===== config.mk =====
export PLATFORM = sky130hd
export DESIGN_NAME = gpu_cmd_engine_flat
export DESIGN_NICKNAME = d
export VERILOG_FILES = /design/src/rtl/gpu_pkg.sv /design/src/rtl/gpu_cmd_engine_if.sv /design/src/rtl/gpu_cmd_ptr.sv /design/src/rtl/gpu_cmd_engine.sv /design/src/flat_wrapper.sv
export SDC_FILE = /design/constraint.sdc
export NUM_CORES = 1
export LEC_CHECK = 0
export CAP_MARGIN = 20
export CELL_PAD_IN_SITES_DETAIL_PLACEMENT = 1
export CELL_PAD_IN_SITES_GLOBAL_PLACEMENT = 1
export CORE_MARGIN = 2
export CORE_UTILIZATION = 37
export CTS_CLUSTER_SIZE = 30
export DETAILED_ROUTE_END_ITERATION = 10
export GPL_TIMING_DRIVEN = 0
export PLACE_DENSITY_LB_ADDON = 0.1
export SYNTH_ARGS = -nofsm -noshare
export SYNTH_HDL_FRONTEND = slang
export SYNTH_SLANG_ARGS = --single-unit

===== constraint.sdc =====
create_clock -name clk -period 2.3 [get_ports clk]
set_clock_uncertainty 0.15 [all_clocks]
set_input_delay 0.46 -clock clk [delete_from_list [all_inputs] [get_ports clk]]
set_output_delay 0.46 -clock clk [all_outputs]
set_load 0.1 [all_outputs]

===== src/rtl/gpu_pkg.sv =====
// gpu_pkg: opcodes, FSM states and default blank character for the command engine
package gpu_pkg;
  localparam logic [7:0] OP_RESET  = 8'hC0;
  localparam logic [7:0] OP_WRITE  = 8'hC1;
  localparam logic [7:0] OP_DELETE = 8'hC2;
  localparam logic [7:0] OP_SEEK   = 8'hC3;
  localparam logic [7:0] OP_ATTR   = 8'hC4;
  localparam logic [7:0] OP_CLEAR  = 8'hC5;
  localparam logic [7:0] OP_CURSOR = 8'hC6;
  localparam logic [7:0] OP_BURST  = 8'hC7;
  localparam logic [15:0] BLANK_DEFAULT = 16'h0020;
  typedef enum logic [2:0] {
    S_IDLE,
    S_PARAM,
    S_EXEC,
    S_CLEAR
`ifdef GPU_CMD_BURST_EN
    , S_BURST
`endif
  } state_t;
endpackage


===== src/rtl/gpu_cmd_engine_if.sv =====
// gpu_cmd_engine_if: CPU word handshake plus character RAM write port
interface gpu_cmd_engine_if #(parameter int DATA_W = 16, parameter int ADDR_W = 11);
  logic [DATA_W-1:0] cpu_data;
  logic              cpu_valid;
  logic              cpu_ready;
  logic              wr_en;
  logic [ADDR_W-1:0] wr_addr;
  logic [DATA_W-1:0] wr_data;
  modport master (output cpu_data, cpu_valid, input cpu_ready, wr_en, wr_addr, wr_data);
  modport slave  (input cpu_data, cpu_valid, output cpu_ready, wr_en, wr_addr, wr_data);
endinterface


===== src/rtl/gpu_cmd_ptr.sv =====
// gpu_cmd_ptr: address register with load/decrement/increment, wrapping modulo 2**ADDR_W
module gpu_cmd_ptr #(parameter int ADDR_W = 11) (
  input  logic              clk,
  input  logic              reset,
  input  logic              inc,
  input  logic              dec,
  input  logic              load,
  input  logic [ADDR_W-1:0] load_val,
  output logic [ADDR_W-1:0] value
);
  // load has priority over decrement, decrement over increment
  always_ff @(posedge clk or negedge reset)
    if (!reset) value <= '0;
    else if (load) value <= load_val;
    else if (dec) value <= value - ADDR_W'(1);
    else if (inc) value <= value + ADDR_W'(1);
endmodule


===== src/rtl/gpu_cmd_engine.sv =====
// gpu_cmd_engine: two-word command processor driving the character RAM write port (burst opcode C7 enabled by GPU_CMD_BURST_EN)
module gpu_cmd_engine import gpu_pkg::*; #(
  parameter int DATA_W = 16,
  parameter int RAM_DEPTH = 2048,
  parameter int ADDR_W = $clog2(RAM_DEPTH),
  parameter logic [DATA_W-1:0] BLANK = DATA_W'(BLANK_DEFAULT)
) (
  input  logic              clk,
  input  logic              reset,
  gpu_cmd_engine_if.slave   bus,
  output logic [ADDR_W-1:0] pointer,
  output logic [DATA_W-1:0] attr,
  output logic              cursor_en,
  output logic              cursor_blink,
  output logic              busy,
  output logic              err
);
  state_t state;
  logic [7:0] op;
  logic [DATA_W-1:0] param;
  logic [ADDR_W-1:0] sweep;
  logic [ADDR_W-1:0] ptr_val;
  logic exec, accept, clear_done, burst_wr;
  logic ptr_inc, ptr_dec, ptr_load, sweep_inc, sweep_load;
`ifdef GPU_CMD_BURST_EN
  localparam logic [ADDR_W:0] CNT_ONE = (ADDR_W+1)'(1);
  logic [ADDR_W:0] burst_cnt;
`endif

  // pointer and sweep-counter controls decoded from the current state and latched opcode
  always_comb begin
    exec = state == S_EXEC;
    accept = bus.cpu_valid && bus.cpu_ready;
    clear_done = state == S_CLEAR && bus.wr_addr == {ADDR_W{1'b1}};
`ifdef GPU_CMD_BURST_EN
    burst_wr = state == S_BURST && accept;
`else
    burst_wr = 1'b0;
`endif
    ptr_load = (exec && (op == OP_RESET || op == OP_SEEK)) || clear_done;
    ptr_val = exec && op == OP_SEEK ? param[ADDR_W-1:0] : '0;
    ptr_dec = exec && op == OP_DELETE;
    ptr_inc = (exec && op == OP_WRITE) || burst_wr;
    sweep_load = exec && op == OP_CLEAR;
    sweep_inc = state == S_CLEAR && !clear_done;
  end

  gpu_cmd_ptr #(.ADDR_W(ADDR_W)) u_ptr (
    .clk(clk), .reset(reset), .inc(ptr_inc), .dec(ptr_dec), .load(ptr_load),
    .load_val(ptr_val), .value(pointer)
  );

  // the sweep starts at 1 because the EXEC cycle already writes address 0
  gpu_cmd_ptr #(.ADDR_W(ADDR_W)) u_sweep (
    .clk(clk), .reset(reset), .inc(sweep_inc), .dec(1'b0), .load(sweep_load),
    .load_val(ADDR_W'(1)), .value(sweep)
  );

  // command FSM with registered handshake, write port and status outputs
  always_ff @(posedge clk or negedge reset)
    if (!reset) begin
      state <= S_IDLE;
      op <= '0;
      param <= '0;
      bus.cpu_ready <= 1'b1;
      bus.wr_en <= 1'b0;
      bus.wr_addr <= '0;
      bus.wr_data <= '0;
      attr <= '0;
      cursor_en <= 1'b0;
      cursor_blink <= 1'b0;
      busy <= 1'b0;
      err <= 1'b0;
`ifdef GPU_CMD_BURST_EN
      burst_cnt <= '0;
`endif
    end else begin
      bus.wr_en <= 1'b0;
      case (state)
        S_IDLE:
          if (accept) begin
            op <= bus.cpu_data[7:0];
            state <= S_PARAM;
          end
        S_PARAM:
          if (accept) begin
            param <= bus.cpu_data;
            state <= S_EXEC;
            bus.cpu_ready <= 1'b0;
            busy <= 1'b1;
          end
        S_EXEC: begin
          state <= S_IDLE;
          bus.cpu_ready <= 1'b1;
          busy <= 1'b0;
          case (op)
            OP_RESET: begin
              attr <= '0;
              cursor_en <= 1'b0;
              cursor_blink <= 1'b0;
              err <= 1'b0;
            end
            OP_WRITE: begin
              bus.wr_en <= 1'b1;
              bus.wr_addr <= pointer;
              bus.wr_data <= param;
            end
            OP_DELETE: begin
              bus.wr_en <= 1'b1;
              bus.wr_addr <= pointer - ADDR_W'(1);
              bus.wr_data <= BLANK;
            end
            OP_SEEK: ;
            OP_ATTR: attr <= param;
            OP_CLEAR: begin
              bus.wr_en <= 1'b1;
              bus.wr_addr <= '0;
              bus.wr_data <= BLANK;
              state <= S_CLEAR;
              bus.cpu_ready <= 1'b0;
              busy <= 1'b1;
            end
            OP_CURSOR: begin
              cursor_en <= param[0];
              cursor_blink <= param[1];
            end
`ifdef GPU_CMD_BURST_EN
            OP_BURST: begin
              burst_cnt <= param[ADDR_W:0];
              if (param[ADDR_W:0] != '0) state <= S_BURST;
            end
`endif
            default: err <= 1'b1;
          endcase
        end
        S_CLEAR:
          if (clear_done) begin
            state <= S_IDLE;
            bus.cpu_ready <= 1'b1;
            busy <= 1'b0;
          end else begin
            bus.wr_en <= 1'b1;
            bus.wr_addr <= sweep;
            bus.wr_data <= BLANK;
          end
`ifdef GPU_CMD_BURST_EN
        S_BURST:
          if (accept) begin
            bus.wr_en <= 1'b1;
            bus.wr_addr <= pointer;
            bus.wr_data <= bus.cpu_data;
            burst_cnt <= burst_cnt - CNT_ONE;
            if (burst_cnt == CNT_ONE) state <= S_IDLE;
          end
`endif
        default: state <= S_IDLE;
      endcase
    end
endmodule

===== src/flat_wrapper.sv =====
// flat-port wrapper written by rule: the top's interface ports become plain ports
module gpu_cmd_engine_flat import gpu_pkg::*;
#(
  parameter int DATA_W = 16,
  parameter int RAM_DEPTH = 2048,
  parameter int ADDR_W = $clog2(RAM_DEPTH),
  parameter logic [DATA_W-1:0] BLANK = DATA_W'(BLANK_DEFAULT)
)
  (clk, reset, pointer, attr, cursor_en, cursor_blink, busy, err, bus_cpu_data, bus_cpu_valid, bus_cpu_ready, bus_wr_en, bus_wr_addr, bus_wr_data);
  gpu_cmd_engine_if #(.DATA_W(DATA_W), .ADDR_W(ADDR_W)) bus_i ();
  input  logic clk;
  input  logic reset;
  output logic [ADDR_W-1:0] pointer;
  output logic [DATA_W-1:0] attr;
  output logic cursor_en;
  output logic cursor_blink;
  output logic busy;
  output logic err;
  input wire logic [$bits(bus_i.cpu_data)-1:0] bus_cpu_data;
  input wire logic [$bits(bus_i.cpu_valid)-1:0] bus_cpu_valid;
  output wire logic [$bits(bus_i.cpu_ready)-1:0] bus_cpu_ready;
  output wire logic [$bits(bus_i.wr_en)-1:0] bus_wr_en;
  output wire logic [$bits(bus_i.wr_addr)-1:0] bus_wr_addr;
  output wire logic [$bits(bus_i.wr_data)-1:0] bus_wr_data;
  assign bus_i.cpu_data = bus_cpu_data;
  assign bus_i.cpu_valid = bus_cpu_valid;
  assign bus_cpu_ready = bus_i.cpu_ready;
  assign bus_wr_en = bus_i.wr_en;
  assign bus_wr_addr = bus_i.wr_addr;
  assign bus_wr_data = bus_i.wr_data;
  gpu_cmd_engine #(.DATA_W(DATA_W), .RAM_DEPTH(RAM_DEPTH), .ADDR_W(ADDR_W), .BLANK(BLANK)) u_core (.clk(clk), .reset(reset), .bus(bus_i), .pointer(pointer), .attr(attr), .cursor_en(cursor_en), .cursor_blink(cursor_blink), .busy(busy), .err(err));
endmodule

After elaboration in Yosys (flattened, before gate mapping)
Cells that the tools add are included.
{"block": "word_totals", "regBits": 98, "out_inout_bits": 60, "elab_cells": 97}
{"block": "classes", "add_sub_neg": 3, "eq_ne": 17, "n_mux": 32, "bitwise_logic": 1, "n_reduce_logical": 30}
{"op": "$pmux W16 S2", "count": 3}
{"op": "$mux W11", "count": 7}
{"op": "$eq A8 B8 Y1 const B", "count": 7}
{"op": "$pmux W11 S3", "count": 1}
{"op": "$add A11 B1 Y11 const B", "count": 2}
{"op": "$pmux W11 S2", "count": 1}
{"op": "$mux W16", "count": 1}
{"op": "$pmux W3 S4", "count": 1}
{"op": "$reduce_and A3 Y1", "count": 4}
{"op": "$eq A11 B11 Y1 const B", "count": 1}
{"op": "$sub A11 B1 Y11 const B", "count": 1}
{"op": "$reduce_and A2 Y1", "count": 5}
{"op": "$mux W3", "count": 3}
{"op": "$logic_and A1 B1 Y1", "count": 8}
{"op": "$mux W1", "count": 8}
{"op": "$pmux W1 S2", "count": 4}
{"op": "$reduce_bool A2 Y1", "count": 4}
{"op": "$eq A3 B2 Y1 const B", "count": 2}
{"op": "$ne A2 B1 Y1 const B", "count": 3}
{"op": "$pmux W1 S3", "count": 2}
{"op": "$reduce_bool A3 Y1", "count": 2}
{"op": "$reduce_or A6 Y1", "count": 1}
{"op": "$ne A4 B4 Y1 const B", "count": 1}
{"op": "$eq A3 B1 Y1 const B", "count": 1}
{"op": "other kinds (9)", "count": 10}

Logic depth before layout (Yosys ltp)
Gate-level depths: netlist (run 1).
{"block": "logic_depth", "word_depth": 6, "ltp_mapped": 10, "depth_no_buf": 7}

Hierarchy
A second synthesis (run 1) with hierarchy kept.
{"block": "hier_totals", "cells_unflattened": 539, "area_unflattened_um2": 5411.4}
{"module": "gpu_cmd_engine", "n_inst": 1, "cells_each": 343, "area_each_um2": 3609.7, "seq_area_each_um2": 1878.1}
{"module": "gpu_cmd_ptr", "n_inst": 2, "cells_each": 98, "area_each_um2": 900.9, "seq_area_each_um2": 275.3}

Worst setup path before layout (run 1)
OpenSTA, ideal clock, no wires.
{"block": "synth_timing", "path_kind": "register to register", "from": "register u_core.bus.wr_addr[1]", "to": "register u_core.bus.wr_addr[7]", "setup_time_ns": 0.129, "arrival_ns": 2.795, "required_time_ns": 2.021, "path_slack_ns": -0.774, "path_stages_with_launch": 9, "period_less_slack_ns": 3.074, "cell_sequence": "dfrtp_1 > nand4_1 > o41ai_1 > o21a_1 > buf_2 > inv_1 > clkbuf_1 > o21ai_0 > o21ai_0"}
{"block": "synth_via", "elab_chain_cells": 4}
{"item": "start: declaration", "line_no": "gpu_cmd_engine_if.sv:10", "source": "modport slave (input cpu_data, cpu_valid, output cpu_ready, wr_en, wr_addr, wr_data);"}
{"item": "start signal: assignment", "line_no": "gpu_cmd_engine.sv:105", "source": "bus.wr_addr <= pointer;"}
{"item": "start signal: assignment", "line_no": "gpu_cmd_engine.sv:110", "source": "bus.wr_addr <= pointer - ADDR_W'(1);"}
{"item": "start signal: assignment", "line_no": "gpu_cmd_engine.sv:143", "source": "bus.wr_addr <= sweep;"}
{"item": "$eq A11 B11 Y1", "line_no": "gpu_cmd_engine.sv:34", "source": "clear_done = state == S_CLEAR && bus.wr_addr == {ADDR_W{1'b1}};"}
{"item": "$logic_and A1 B1 Y1", "line_no": "gpu_cmd_engine.sv:34"}
{"item": "$ne A2 B2 Y1 (no line)"}
{"item": "$reduce_and A3 Y1 (no line)"}
Every way passes these cells.
A chain may end at the register's enable or synchronous reset.

Worst setup path in the final report (run 1)
{"block": "layout_timing", "from": "register u_core.op[5]", "to": "register u_core.u_ptr.value[9]"}
{"block": "layout_via", "elab_chain_cells": 5, "word_cells_on_any_way": 14, "cone_classes": "eq/ne: 4; mux: 3; reduce/logical: 7"}
{"item": "start: declaration", "line_no": "gpu_cmd_engine.sv:19", "source": "logic [7:0] op;"}
{"item": "start signal: assignment", "line_no": "gpu_cmd_engine.sv:82", "source": "op <= bus.cpu_data[7:0];"}
{"item": "$eq A8 B8 Y1, on equally long branches", "line_no": "gpu_cmd_engine.sv:40, gpu_cmd_engine.sv:41"}
{"item": "$logic_or A1 B1 Y1", "line_no": "gpu_cmd_engine.sv:40", "source": "ptr_load = (exec && (op == OP_RESET || op == OP_SEEK)) || clear_done;"}
{"item": "$logic_and A1 B1 Y1", "line_no": "gpu_cmd_engine.sv:40"}
{"item": "$logic_or A1 B1 Y1", "line_no": "gpu_cmd_engine.sv:40"}
{"item": "$reduce_bool A3 Y1 (no line) or $mux W11 (tied branches)"}
{"item": "end signal: assignment", "line_no": "gpu_cmd_ptr.sv:14", "source": "else if (load) value <= load_val;"}
{"item": "end signal: assignment", "line_no": "gpu_cmd_ptr.sv:15", "source": "else if (dec) value <= value - ADDR_W'(1);"}
{"item": "end signal: assignment", "line_no": "gpu_cmd_ptr.sv:16", "source": "else if (inc) value <= value + ADDR_W'(1);"}
{"item": "end: declaration", "line_no": "gpu_cmd_ptr.sv:9", "source": "output logic [ADDR_W-1:0] value"}
Several ways; a longest one is shown, not always the timed one.

==> run summary, run 1 <==
The flow ran to the end, but the final reports show violations. The final reports fail on setup timing. The number of warnings reported in the yosys synthesis log is 0. The total die area came out at 14200 sq um.

The pin count of the biggest net entering global routing is 60. The worst relative slew slack is between 30 and 40%. The upper clock frequency limit is 403 MHz. The number of global-route vias before repair is 4654. Of the available clock period, the critical path in the final layout requires 108%.

The area overhead of the layout relative to synthesis came out at 36.5%. The setup violation total in the final timing report is 10. Setup repair after global routing could not meet its margin everywhere. The final hold violation count came out at 0. The global-route usage over all layers is between 20 and 25%. The detailed-route DRC error count is 0. The detail route stage leaves a number of antenna-violating nets equal to 0. In the final layout, the share of cells above drive strength 1 is 23.7%. The routed wire length is around 17000 um. The clock passes through at most 2 buffers. The async set-reset flop share out of synthesis came out at 100%. The die is 119 um tall. CTS placed an instance of sky130_fd_sc_hd__clkbuf_16 at the clock tree root. The worst hold path belongs to the class in -> async. The aggregate negative setup slack is -0.716 ns.

The power per standard cell area came out at roughly 1100 nW/um^2. In this run the core area contains 42 standard-cell rows. After synthesis, the largest family of logic cells by area is simple AND/OR/NAND/NOR gates.

The clock network fraction of total power came out at roughly 22%. Summing the areas of all compound-gate instances in the mapped netlist gives between 10% and 20% of the synthesized area. The final instance area came out at around 6700 sq um. For the pin with the worst max-slew slack, the measured transition is slightly below 1 ns.

The max capacitance violation total came out at 0. The mean instance size in the synthesized netlist is between 9 and 10 sq um. The required time at the worst-slack endpoint came out at roughly 2.4 ns. The number of sinks on the clock net is just under 100.

The number of optimization iterations in the first detailed-route pass is 5. The number of DRC markers in iteration 0 came out at between 200 and 250. TritonCTS built the clock tree. The insertion delay to the later sink of the worst-skew pair came out at 0.35 ns. The synthesized instance count is 531. Of the total synthesized cell area, the portion taken by full adders, half adders and majority gates is less than 1%. The count of buffers from port buffering came out at roughly 80.

The number of top-level pins is 79. The net count of the finished layout is about 660. The switching part of the total power came out at 47.3%. The static leakage came out at 2.98 nW. After global routing the overflow that remains totals 0.

The initial standard-cell utilization of the core came out at a little under two fifths. The startpoint class of the critical path is a flop. The initial antenna violation count came out at 0. Excluding fillers, the count of instances in the completed layout stands at slightly above 800. The antenna diode count came out at 0. The synthesized-area fraction occupied by and/or/nand/nor cells is a little over a fifth.

The total power of the final layout is ~7.5 mW. The total count of max-transition violations in the final report came out at 0. The number of buffers created by CTS is 9. The data arrival at the endpoint of the critical path came out at 2.57 ns.

The detail-routed net length per standard cell is a little over 20 um. The netlist area before placement is roughly 5000 sq um. The clock period minus worst slack is roughly 2.5 ns. The worst setup path is captured at a flop.

The placed wire-length estimate came out at approximately 12000 um. The die is approximately 120 um wide. The type of the setup path with the least slack is reg -> reg. The synthesized netlist devotes around 1.8% of its cell area to XOR and XNOR gates. The net count of the mapped netlist is 553.

The instance area at placement came out at 6040 sq um. The core box area came out at about 13000 sq um. Yosys mapped the design onto 56 distinct sky130hd cell types. The global-route wire length before repair is between 20000 and 30000 um. The clock transition at the register clock pins on the worst setup and hold paths after CTS is about 0.07 ns.

The global placer's final weighted congestion came out at around 0.9. The share of total power in sequential cells came out at between 30 and 40%. The number of placed instances, taps included, is around 790.

Counting flops and latches in the post-synthesis netlist gives 97. In this run, synthesis inferred 0 flip-flops with an integrated enable. The worst IR drop on VDD came out at between 1000 and 1500 uV. The routed layout has around 4600 vias. The filler cell count in the final layout is 1507.

The number of vias per cell after detailed routing is around 5.6. The internal power of the cells totals just under 4 mW. After synthesis, flip-flops and latches occupy between 40 and 50% of the total area. For this design the total switching power over the nets is 3.56 mW. Setup slack on the critical path of the routed design comes to -0.184 ns. For this run, the leading register cell type out of synthesis is sky130_fd_sc_hd__dfrtp_1. The count of hold-fix buffers inserted at cts is 0. CTS built an H-tree with a depth of 3. In this run, the combinational gates consume between 40% and 50% of the power. The maximum fanout along the worst path is 5.

The fraction of synthesized area in multiplexers came out at under 10%.
[stage by stage]
| step | setup WS, ns | utilization (%) | hold slack [ns] |
|---|---|---|---|
| after CTS | -0.236 | 50.3 | 0.0650 |
| after floorplan | -0.108 | - | 0.0144 |
| after detailed placement | -0.404 | 46.1 | 0.321 |
| after global placement | -3.74 | 46.0 | 0.312 |
| final | -0.184 | 51.3 | 0.0412 |
| after global routing | -0.211 | 51.3 | 0.102 |
[cells in the mapped netlist (7+ instances only)]
library cell                 n  area (sq um)
sky130_fd_sc_hd__nand3_1    16          80.1
sky130_fd_sc_hd__nor4_1      7          43.8
sky130_fd_sc_hd__nor2_1     32           120
sky130_fd_sc_hd__a21oi_1    22           110
sky130_fd_sc_hd__dfrtp_1    96          2400
sky130_fd_sc_hd__or3_1       8          50.1
sky130_fd_sc_hd__clkbuf_1   29           109
sky130_fd_sc_hd__and3_1      7          43.8
sky130_fd_sc_hd__mux2_2     23           259
sky130_fd_sc_hd__nor3_1     15          75.1
sky130_fd_sc_hd__o21ai_0    51           255
sky130_fd_sc_hd__nand4_1    16           100
sky130_fd_sc_hd__inv_1      10          37.5
sky130_fd_sc_hd__nand2_1   101           379
[power by group through the flow]
| stage | Sequential, mW | Combinational [mW] | Clock (mW) |
|---|---|---|---|
| 2_1_floorplan | 3.90 | 0.934 | 0 |
| 3_3_place_gp | 2.69 | 3.03 | 0 |
| 3_5_place_dp | 2.71 | 3.08 | 0 |
| 4_1_cts | 2.70 | 3.10 | 1.64 |
| 5_1_grt | 2.76 | 3.40 | 1.70 |
| 6_report | 2.71 | 3.21 | 1.62 |
[critical path, cell delays in order (launching register included)]
cell and delay [ns]:
sky130_fd_sc_hd__dfrtp_1 0.40, sky130_fd_sc_hd__or4b_4 0.59, sky130_fd_sc_hd__or3_4 0.37, sky130_fd_sc_hd__buf_8 0.14
sky130_fd_sc_hd__mux2i_2 0.20, sky130_fd_sc_hd__mux2_4 0.33, sky130_fd_sc_hd__a21o_1 0.18
[repair_timing]
| item | CTS | global route |
|---|---|---|
| pin swaps | 12 | 4 |
| endpoints found under the setup margin | 124 | 75 |
| resized for setup | 121 | 38 |
| buffers inserted | 14 | 10 |
[registers in the layout (all words and copies together), names as in the netlist]
signal / count
u_core.cursor_en: 1
u_core.attr: 16
u_core.u_ptr.value: 11
u_core.u_sweep.value: 11
u_core.state: 2
u_core.bus.wr_en: 1
u_core.bus.wr_addr: 11
u_core.busy: 1
u_core.bus.cpu_ready: 1
u_core.err: 1
u_core.cursor_blink: 1
u_core.op: 8
u_core.param: 16
u_core.bus.wr_data: 16
[cell type report]
class | count | area [sq um] | area share (%)
Sequential cell | 97 | 2480 | 36.9
Inverter | 10 | 40.0 | 0.597
Multi-Input combinational cell | 389 | 2570 | 38.4
Buffer | 31 | 171 | 2.55
Clock buffer | 13 | 240 | 3.58
Tap cell | 176 | 220 | 3.28
Timing Repair Buffer | 103 | 918 | 13.7
Clock inverter | 3 | 67.6 | 1.01
[layer usage]
| layer | wire length (um) | global-route usage [%] | vias up |
|---|---|---|---|
| li1 | - | - | 2112 |
| met1 | 7410 | 32.1 | 2315 |
| met2 | 8270 | 40.9 | 128 |
| met3 | 668 | 3.26 | 27 |
| met4 | 318 | 7.14 | 0 |
| met5 | 0 | 0 | - |
[logic make-up after synthesis]
kind of cell / count (synthesis)
adder cells (fa/ha/maj): 3
buffers and inverters: 45
flip-flops: 97
AO/OA/AOI/OAI: 124
AND/OR/NAND/NOR: 222
XOR/XNOR: 10
multiplexers: 30
[cells in the final DEF (no fill, tap or decap), drive strengths merged, types with 17 or more instances in the layout]
master | netlist | routed
clkbuf | 29 | 38
nand2 | 101 | 101
dfrtp | 96 | 96
nor2 | 32 | 32
mux2 | 24 | 24
o21ai | 51 | 51
buf | 6 | 35
dlygate4sd2 | 0 | 52
clkdlybuf4s50 | 0 | 17
a21oi | 22 | 22
[worst paths after layout]
path | from | to | slack (ns) | cells past startpoint
setup reg to reg | u_core.op[5]$_DFFE_PN0P_ | u_core.u_ptr.value[9]$_DFFE_PN0P_ | -0.18 | 6
min in group clk | u_core.attr[13]$_DFFE_PN0P_ | u_core.attr[13]$_DFFE_PN0P_ | 0.32 | 2
hold / removal | reset | u_core.attr[13]$_DFFE_PN0P_ | 0.04 | 1
max in group asynchronous | reset | u_core.u_ptr.value[6]$_DFFE_PN0P_ | 1.26 | 2
setup / recovery | u_core.op[5]$_DFFE_PN0P_ | u_core.u_ptr.value[9]$_DFFE_PN0P_ | -0.18 | 6
hold reg to reg | u_core.attr[13]$_DFFE_PN0P_ | u_core.attr[13]$_DFFE_PN0P_ | 0.32 | 2
Power figures use the tool's default switching activity.
==> inputs of run 2 (changes only) <==
Settings changed: CAP_MARGIN 20 to unset.
==> results of run 2 <==
Final layout, timing and power as in run 1 (identical DEF).
